<file path="src/rtl/cpu_param_pkg.sv">
// Shared encodings for the cpu_param accumulator CPU: opcodes, FSM states, ALU ops.
package cpu_param_pkg;

  localparam int unsigned OP_HLT  = 0;
  localparam int unsigned OP_STO  = 1;
  localparam int unsigned OP_LD   = 2;
  localparam int unsigned OP_LDI  = 3;
  localparam int unsigned OP_ADD  = 4;
  localparam int unsigned OP_ADDI = 5;
  localparam int unsigned OP_SUB  = 6;
  localparam int unsigned OP_SUBI = 7;
  localparam int unsigned OP_AND  = 8;
  localparam int unsigned OP_OR   = 9;
  localparam int unsigned OP_XOR  = 10;
  localparam int unsigned OP_BEQ  = 11;
  localparam int unsigned OP_BNE  = 12;
  localparam int unsigned OP_JMP  = 13;

  typedef enum logic [1:0] {
    ST_RUN  = 2'd0,
    ST_MEM  = 2'd1,
    ST_HALT = 2'd2
  } state_e;

  typedef enum logic [2:0] {
    ALU_PASS = 3'd0,
    ALU_ADD  = 3'd1,
    ALU_SUB  = 3'd2,
    ALU_AND  = 3'd3,
    ALU_OR   = 3'd4,
    ALU_XOR  = 3'd5
  } alu_op_e;

endpackage

</file>
<file path="src/rtl/cpu_param_alu.sv">
// Combinational accumulator ALU; arithmetic wraps modulo 2^DATA_W.
module cpu_param_alu
  import cpu_param_pkg::*;
#(
  parameter int unsigned DATA_W = 16
) (
  input  logic [DATA_W-1:0] a_i,
  input  logic [DATA_W-1:0] b_i,
  input  alu_op_e           op_i,
  output logic [DATA_W-1:0] y_o
);

  always_comb begin
    y_o = b_i;
    case (op_i)
      ALU_ADD: y_o = a_i + b_i;
      ALU_SUB: y_o = a_i - b_i;
      ALU_AND: y_o = a_i & b_i;
      ALU_OR:  y_o = a_i | b_i;
      ALU_XOR: y_o = a_i ^ b_i;
      default: y_o = b_i;
    endcase
  end

endmodule

</file>
<file path="src/rtl/cpu_param.sv">
// Accumulator CPU: single-cycle register ops, RUN->MEM handshake for RAM ops, HALT until reset.
module cpu_param
  import cpu_param_pkg::*;
#(
  parameter int unsigned DATA_W  = 16,
  parameter int unsigned DADDR_W = 11,
  parameter int unsigned PADDR_W = 11,
  parameter int unsigned OPC_W   = 5
) (
  input  logic                       clk,
  input  logic                       reset,
  output logic [PADDR_W-1:0]         addr_program,
  input  logic [OPC_W+DADDR_W-1:0]   data,
  output logic                       rd,
  output logic                       wr,
  output logic [DADDR_W-1:0]         addr_data,
  output logic [DATA_W-1:0]          in_data,
  input  logic [DATA_W-1:0]          out_data,
  input  logic                       mem_ready,
  output logic [DATA_W-1:0]          acc,
  output logic                       zero,
  output logic                       neg,
  output logic                       halted
);

  localparam int unsigned INSTR_W = OPC_W + DADDR_W;

  state_e               state_q, state_d;
  logic [PADDR_W-1:0]   pc_q, pc_d;
  logic [DATA_W-1:0]    acc_q, acc_d;
  logic                 rd_q, rd_d;
  logic                 wr_q, wr_d;
  logic                 halted_q, halted_d;
  logic [DADDR_W-1:0]   addr_q, addr_d;
  logic [DATA_W-1:0]    wdata_q, wdata_d;
  alu_op_e              mop_q, mop_d;

  logic [31:0]          opc;
  logic [DADDR_W-1:0]   operand;
  logic [DATA_W-1:0]    imm;
  logic [PADDR_W-1:0]   pc_inc;
  logic [PADDR_W-1:0]   target;
  logic [DATA_W-1:0]    alu_b;
  alu_op_e              alu_op;
  logic [DATA_W-1:0]    alu_y;
  logic                 mem_start;
  logic                 mem_read;
  alu_op_e              mem_op;

  assign opc     = 32'(data[INSTR_W-1 -: OPC_W]);
  assign operand = data[DADDR_W-1:0];
  assign imm     = DATA_W'($signed(operand));
  assign pc_inc  = pc_q + PADDR_W'(1);
  assign target  = operand[PADDR_W-1:0];

  cpu_param_alu #(.DATA_W(DATA_W)) u_alu (
    .a_i  (acc_q),
    .b_i  (alu_b),
    .op_i (alu_op),
    .y_o  (alu_y)
  );

  // Next-state: instruction decode in RUN, handshake completion in MEM.
  always_comb begin
    state_d   = state_q;
    pc_d      = pc_q;
    acc_d     = acc_q;
    rd_d      = rd_q;
    wr_d      = wr_q;
    halted_d  = halted_q;
    addr_d    = addr_q;
    wdata_d   = wdata_q;
    mop_d     = mop_q;
    alu_b     = imm;
    alu_op    = ALU_PASS;
    mem_start = 1'b0;
    mem_read  = 1'b1;
    mem_op    = ALU_PASS;

    case (state_q)
      ST_RUN: begin
        case (opc)
          OP_HLT: begin
            state_d  = ST_HALT;
            halted_d = 1'b1;
          end
          OP_STO: begin mem_start = 1'b1; mem_read = 1'b0; end
          OP_LD:  begin mem_start = 1'b1; mem_op = ALU_PASS; end
          OP_ADD: begin mem_start = 1'b1; mem_op = ALU_ADD;  end
          OP_SUB: begin mem_start = 1'b1; mem_op = ALU_SUB;  end
          OP_AND: begin mem_start = 1'b1; mem_op = ALU_AND;  end
          OP_OR:  begin mem_start = 1'b1; mem_op = ALU_OR;   end
          OP_XOR: begin mem_start = 1'b1; mem_op = ALU_XOR;  end
          OP_LDI: begin acc_d = imm; pc_d = pc_inc; end
          OP_ADDI: begin
            alu_op = ALU_ADD;
            acc_d  = alu_y;
            pc_d   = pc_inc;
          end
          OP_SUBI: begin
            alu_op = ALU_SUB;
            acc_d  = alu_y;
            pc_d   = pc_inc;
          end
          OP_BEQ:  pc_d = (acc_q == '0) ? target : pc_inc;
          OP_BNE:  pc_d = (acc_q != '0) ? target : pc_inc;
          OP_JMP:  pc_d = target;
          default: pc_d = pc_inc;
        endcase
        // PC stays on the memory instruction until the handshake completes.
        if (mem_start) begin
          state_d = ST_MEM;
          rd_d    = mem_read;
          wr_d    = !mem_read;
          addr_d  = operand;
          wdata_d = acc_q;
          mop_d   = mem_op;
        end
      end
      ST_MEM: begin
        alu_b  = out_data;
        alu_op = mop_q;
        if (mem_ready) begin
          if (!wr_q) acc_d = alu_y;
          pc_d    = pc_inc;
          rd_d    = 1'b0;
          wr_d    = 1'b0;
          state_d = ST_RUN;
        end
      end
      default: begin
        rd_d     = 1'b0;
        wr_d     = 1'b0;
        halted_d = 1'b1;
      end
    endcase
  end

  always_ff @(posedge clk) begin
    if (reset) begin
      state_q  <= ST_RUN;
      pc_q     <= '0;
      acc_q    <= '0;
      rd_q     <= 1'b0;
      wr_q     <= 1'b0;
      halted_q <= 1'b0;
      addr_q   <= '0;
      wdata_q  <= '0;
      mop_q    <= ALU_PASS;
    end else begin
      state_q  <= state_d;
      pc_q     <= pc_d;
      acc_q    <= acc_d;
      rd_q     <= rd_d;
      wr_q     <= wr_d;
      halted_q <= halted_d;
      addr_q   <= addr_d;
      wdata_q  <= wdata_d;
      mop_q    <= mop_d;
    end
  end

  assign addr_program = pc_q;
  assign acc          = acc_q;
  assign rd           = rd_q;
  assign wr           = wr_q;
  assign addr_data    = addr_q;
  assign in_data      = wdata_q;
  assign halted       = halted_q;
  assign zero         = (acc_q == '0);
  assign neg          = acc_q[DATA_W-1];

endmodule

</file>
<file path="config.mk">
export PLATFORM = sky130hd
export DESIGN_NAME = cpu_param
export DESIGN_NICKNAME = d
export VERILOG_FILES = /design/src/rtl/cpu_param_pkg.sv /design/src/rtl/cpu_param_alu.sv /design/src/rtl/cpu_param.sv
export SDC_FILE = /design/constraint.sdc
export NUM_CORES = 1
export LEC_CHECK = 0
export ABC_CLOCK_PERIOD_IN_PS = 4910
export BUFFER_PORTS_ARGS = -buffer_cell sky130_fd_sc_hd__buf_2
export CAP_MARGIN = 10
export CORE_MARGIN = 8
export CORE_UTILIZATION = 37
export CTS_BUF_LIST = sky130_fd_sc_hd__clkbuf_16
export DETAILED_ROUTE_END_ITERATION = 7
export GPL_TIMING_DRIVEN = 0
export HOLD_SLACK_MARGIN = 0.06
export PLACE_DENSITY = 0.57
export SYNTH_ARGS = -nofsm -noshare
export SYNTH_HDL_FRONTEND = slang
export SYNTH_HIERARCHICAL = 1
export SYNTH_SLANG_ARGS = --single-unit
</file>
<file path="constraint.sdc">
create_clock -name clk -period 4.91 [get_ports clk]
set_input_delay 0.2455 -clock clk [delete_from_list [all_inputs] [get_ports clk]]
set_output_delay 0.2455 -clock clk [all_outputs]
set_load 0.05 [all_outputs]
</file>
==> flow_summary.json <==
{
  "fin_worst_skew_ns": 0.00547,
  "yosysWarnings": 6,
  "ctsRootBufferMaster": "clkbuf_16",
  "core-area_um2": 14500,
  "cts.sinks": 62,
  "setup_viol": 0,
  "post-route-period-util_pct": 92.0,
  "portBuffers": 89,
  "cp_top_family": "simple AND/OR/NAND/NOR gates",
  "worst-setup-path-type": "reg2reg",
  "relSlewSlack_pct": 59.5,
  "tns_ns": 0,
  "run_status": "finished clean",
  "drtIter0Drc": 457,
  "first_pass_iters": 8,
  "finalMaxSlewViolations": 0,
  "worst_ep_required_time_ns": 5.11,
  "worst_pin_slew_ns": 0.601,
  "synth_edf_count": 0,
  "finalHoldViolations": 0,
  "peakVddDrop_mv": 0.208,
  "p_leak_uw": 0.00287,
  "cp_common_cell": "nand2_1",
  "num-fill-cells": 1533,
  "synth_seq_cells": 62,
  "ys_types": 75,
  "path_buf_inv": 3,
  "cpPeakStageDelay_ns": 0.40,
  "grt_pass1_vias": 5506,
  "rsz0062_at_grt": "no",
  "area_delta_synth_final_pct": 17.5,
  "cts_buffers": 9,
  "via_count": 5695,
  "drive_gt1_share_pct": 18.9,
  "fin_util_pct": 44.2,
  "arrival_ns": 4.71,
  "route.detailed.drc": 0,
  "antenna_found_initial": 0,
  "multiInputGateArea_um2": 3760,
  "dpl.cell_count": 1025,
  "diodes": 0,
  "h-tree-depth": 3,
  "vias_per_cell": 5.48,
  "wl_um": 18900,
  "min_period_ns": 4.52,
  "start_util_pct": 37.6,
  "grt-ovfl-total": 0,
  "synth_area_per_cell_um2": 7.24,
  "critical_path_peak_fanout": 10,
  "rows": 44,
  "wire_per_inst_um": 18.2,
  "grt_max_degree": 11,
  "place_congestion": 0.851,
  "nNetsFinal": 937,
  "clk_path_buf_depth": 2,
  "final_cells": 1040,
  "crit_path_end_kind": "flip-flop",
  "dp_hpwl_um": 14800,
  "drv_cap": 0,
  "cts_tree": "yes",
  "start_kind": "flip-flop",
  "insertion_delay_ns": 0.33,
  "cellPowerDensity_nw_per_um2": 279,
  "grt_pass1_wl_um": 29800,
  "synth_cells": 752,
  "max_freq_ghz": 0.221,
  "syn-cell-area_um2": 5450,
  "synth_ff_type": "dfxtp_1",
  "syn-num-nets": 837,
  "postSynth.asyncResetShare_pct": 0,
  "seq_area_um2": 1240,
  "dieHeight_um": 137,
  "die_w_um": 137,
  "synth-seq-area-share_pct": 22.8,
  "grt_use_total_pct": 20.0,
  "crit_chain": "clkbuf_1 > nand2b_1 > clkbuf_1 > nand2_1 > nand2_1 > inv_1 > ha_1 > nand3_1 > nor2_1 > nand2_1 > o21ai_1 > xnor2_1 > ha_1 > and4_1 > nand4_1 > a211o_1 > and4_1 > o21ai_1 > a21oi_1 > a21oi_1 > nor3_1",
  "drtAntennaViolNets": 0,
  "hp-class": "in2reg",
  "dieArea_um2": 18900,
  "io_pins": 94,
  "cts.clk_slew.worst_paths_ns": 0.05,
  "cpMaxStageDelayCell": "clkbuf_1"
}
[through the flow]
stage,setup WS [ns],total power [uW],hold slack (ns),cell area [um2]
2_1_floorplan,1.28,1020,0.382,5450
3_3_place_gp,0.465,1180,0.434,6120
3_5_place_dp,0.453,1180,0.441,6120
4_1_cts,0.436,1800,0.173,6400
5_1_grt,0.0165,1890,0.198,6400
6_report,0.395,1790,0.178,6400
[synthesized netlist by cell type, types with 3 or more instances]
cell | instances | area share, %
o41ai_2 | 3 | 0.90
o21ai_0 | 11 | 1.0
o21a_1 | 3 | 0.41
and2_1 | 5 | 0.57
nor4_1 | 5 | 0.57
xnor2_1 | 20 | 3.2
a221o_1 | 4 | 0.73
nand2_1 | 167 | 12
a31oi_1 | 18 | 2.1
a211oi_1 | 6 | 0.83
nor3_2 | 3 | 0.55
a21o_1 | 19 | 2.6
nor2b_1 | 4 | 0.46
buf_1 | 3 | 0.21
clkbuf_8 | 3 | 0.76
nor4_2 | 5 | 1.1
buf_4 | 6 | 0.83
nand3_1 | 23 | 2.1
a222oi_1 | 11 | 2.0
clkbuf_1 | 19 | 1.3
nor3_1 | 9 | 0.83
nand2b_1 | 5 | 0.57
dfxtp_1 | 62 | 23
ha_1 | 49 | 11
a21oi_1 | 74 | 6.8
nand4_1 | 4 | 0.46
inv_1 | 43 | 3.0
or3_1 | 10 | 1.1
nor2_1 | 69 | 4.8
o21ai_1 | 3 | 0.28
a311oi_1 | 10 | 1.6
buf_2 | 11 | 1.0
buf_6 | 4 | 0.83
nor3b_1 | 3 | 0.41
a21o_2 | 8 | 1.3
[where the power goes]
group / internal (uW) / switching (uW) / total (uW) / leakage [uW]
clock: 383 / 226 / 609 / 0.000134
combinational: 203 / 401 / 603 / 0.00223
sequential: 530 / 46.5 / 577 / 0.000504
total: 1120 / 673 / 1790 / 0.00287
[worst reg2reg max path, stage by stage (launching register included)]
cell and delay [ns]:
dfxtp_1 0.32, clkbuf_1 0.40, nand2b_1 0.22, clkbuf_1 0.39, nand2_1 0.11, nand2_1 0.21, inv_1 0.12, ha_1 0.25
nand3_1 0.12, nor2_1 0.08, nand2_1 0.13, o21ai_1 0.09, xnor2_1 0.14, ha_1 0.39, and4_1 0.25, nand4_1 0.11
a211o_1 0.31, and4_1 0.19, o21ai_1 0.20, a21oi_1 0.12, a21oi_1 0.15, nor3_1 0.07
[placed cells by master (no fill, tap or decap), types with 4 or more instances in the layout]
cell and n:
nand2_1 167, buf_2 100, a21oi_1 74, nor2_1 69, dfxtp_1 62, ha_1 49, inv_1 43, nand3_1 23
xnor2_1 20, a21o_1 19, clkbuf_1 18, a31oi_1 18, o21ai_0 11, a222oi_1 11, a311oi_1 10, or3_1 10
nor3_1 9, clkbuf_16 9, a21o_2 8, buf_4 6, a211oi_1 6, nor4_2 5, nand2b_1 5, and2_1 5
nor4_1 5, nand4_1 4, buf_6 4, nor2b_1 4, a221o_1 4
[layout make-up]
| cell class | count | share of cell area (%) |
|---|---|---|
| Buffer | 47 | 4.45 |
| Inverter | 43 | 2.52 |
| Multi-Input combinational cell | 600 | 58.7 |
| Timing Repair Buffer | 89 | 6.96 |
| Tap cell | 184 | 3.60 |
| Clock buffer | 9 | 3.52 |
| Clock inverter | 6 | 0.840 |
| Sequential cell | 62 | 19.4 |
[per-layer routing]
metal  global-route usage (%)  share of wire, %  wire (um)  up-vias
met5                        0                 0          0        -
met4                     6.34               1.9        360        0
met3                     3.43               6.7       1270       19
met2                     32.3                45       8600      195
met1                     26.6                46       8690     2637
li1                         -                 -          -     2844
[state kept, by name (all words and copies together), names as in the netlist]
name          count
rd                1
addr_program     11
in_data          16
mop_q             3
state_q           2
wr                1
addr_data        11
halted            1
acc              16
[worst paths after layout]
kind | startpoint | to | slack [ns] | cells after the start
max | state_q[1] | acc[13] | 0.39 | 21
min reg2reg | halted | halted | 0.45 | 2
min | reset | addr_program[1] | 0.18 | 2
max reg2reg | state_q[1] | acc[13] | 0.39 | 21
[cell families (layout without fill, tap and decap cells)]
| group | Yosys count | in the layout | synth area share (%) |
|---|---|---|---|
| simple gates | 329 | 329 | 27.7 |
| xor+xnor | 22 | 22 | 3.67 |
| mux | 1 | 1 | 0.184 |
| flops | 62 | 62 | 22.8 |
| buf+inv | 90 | 194 | 8.18 |
| fa+ha+maj | 50 | 50 | 11.6 |
| compound gates | 198 | 198 | 25.8 |
[timing repair]
action,in CTS,in global routing
resized for setup,0,2
endpoints found under the setup margin,0,2
buffers inserted,0,0
hold buffers,0,0
Power figures use the tool's default switching activity.
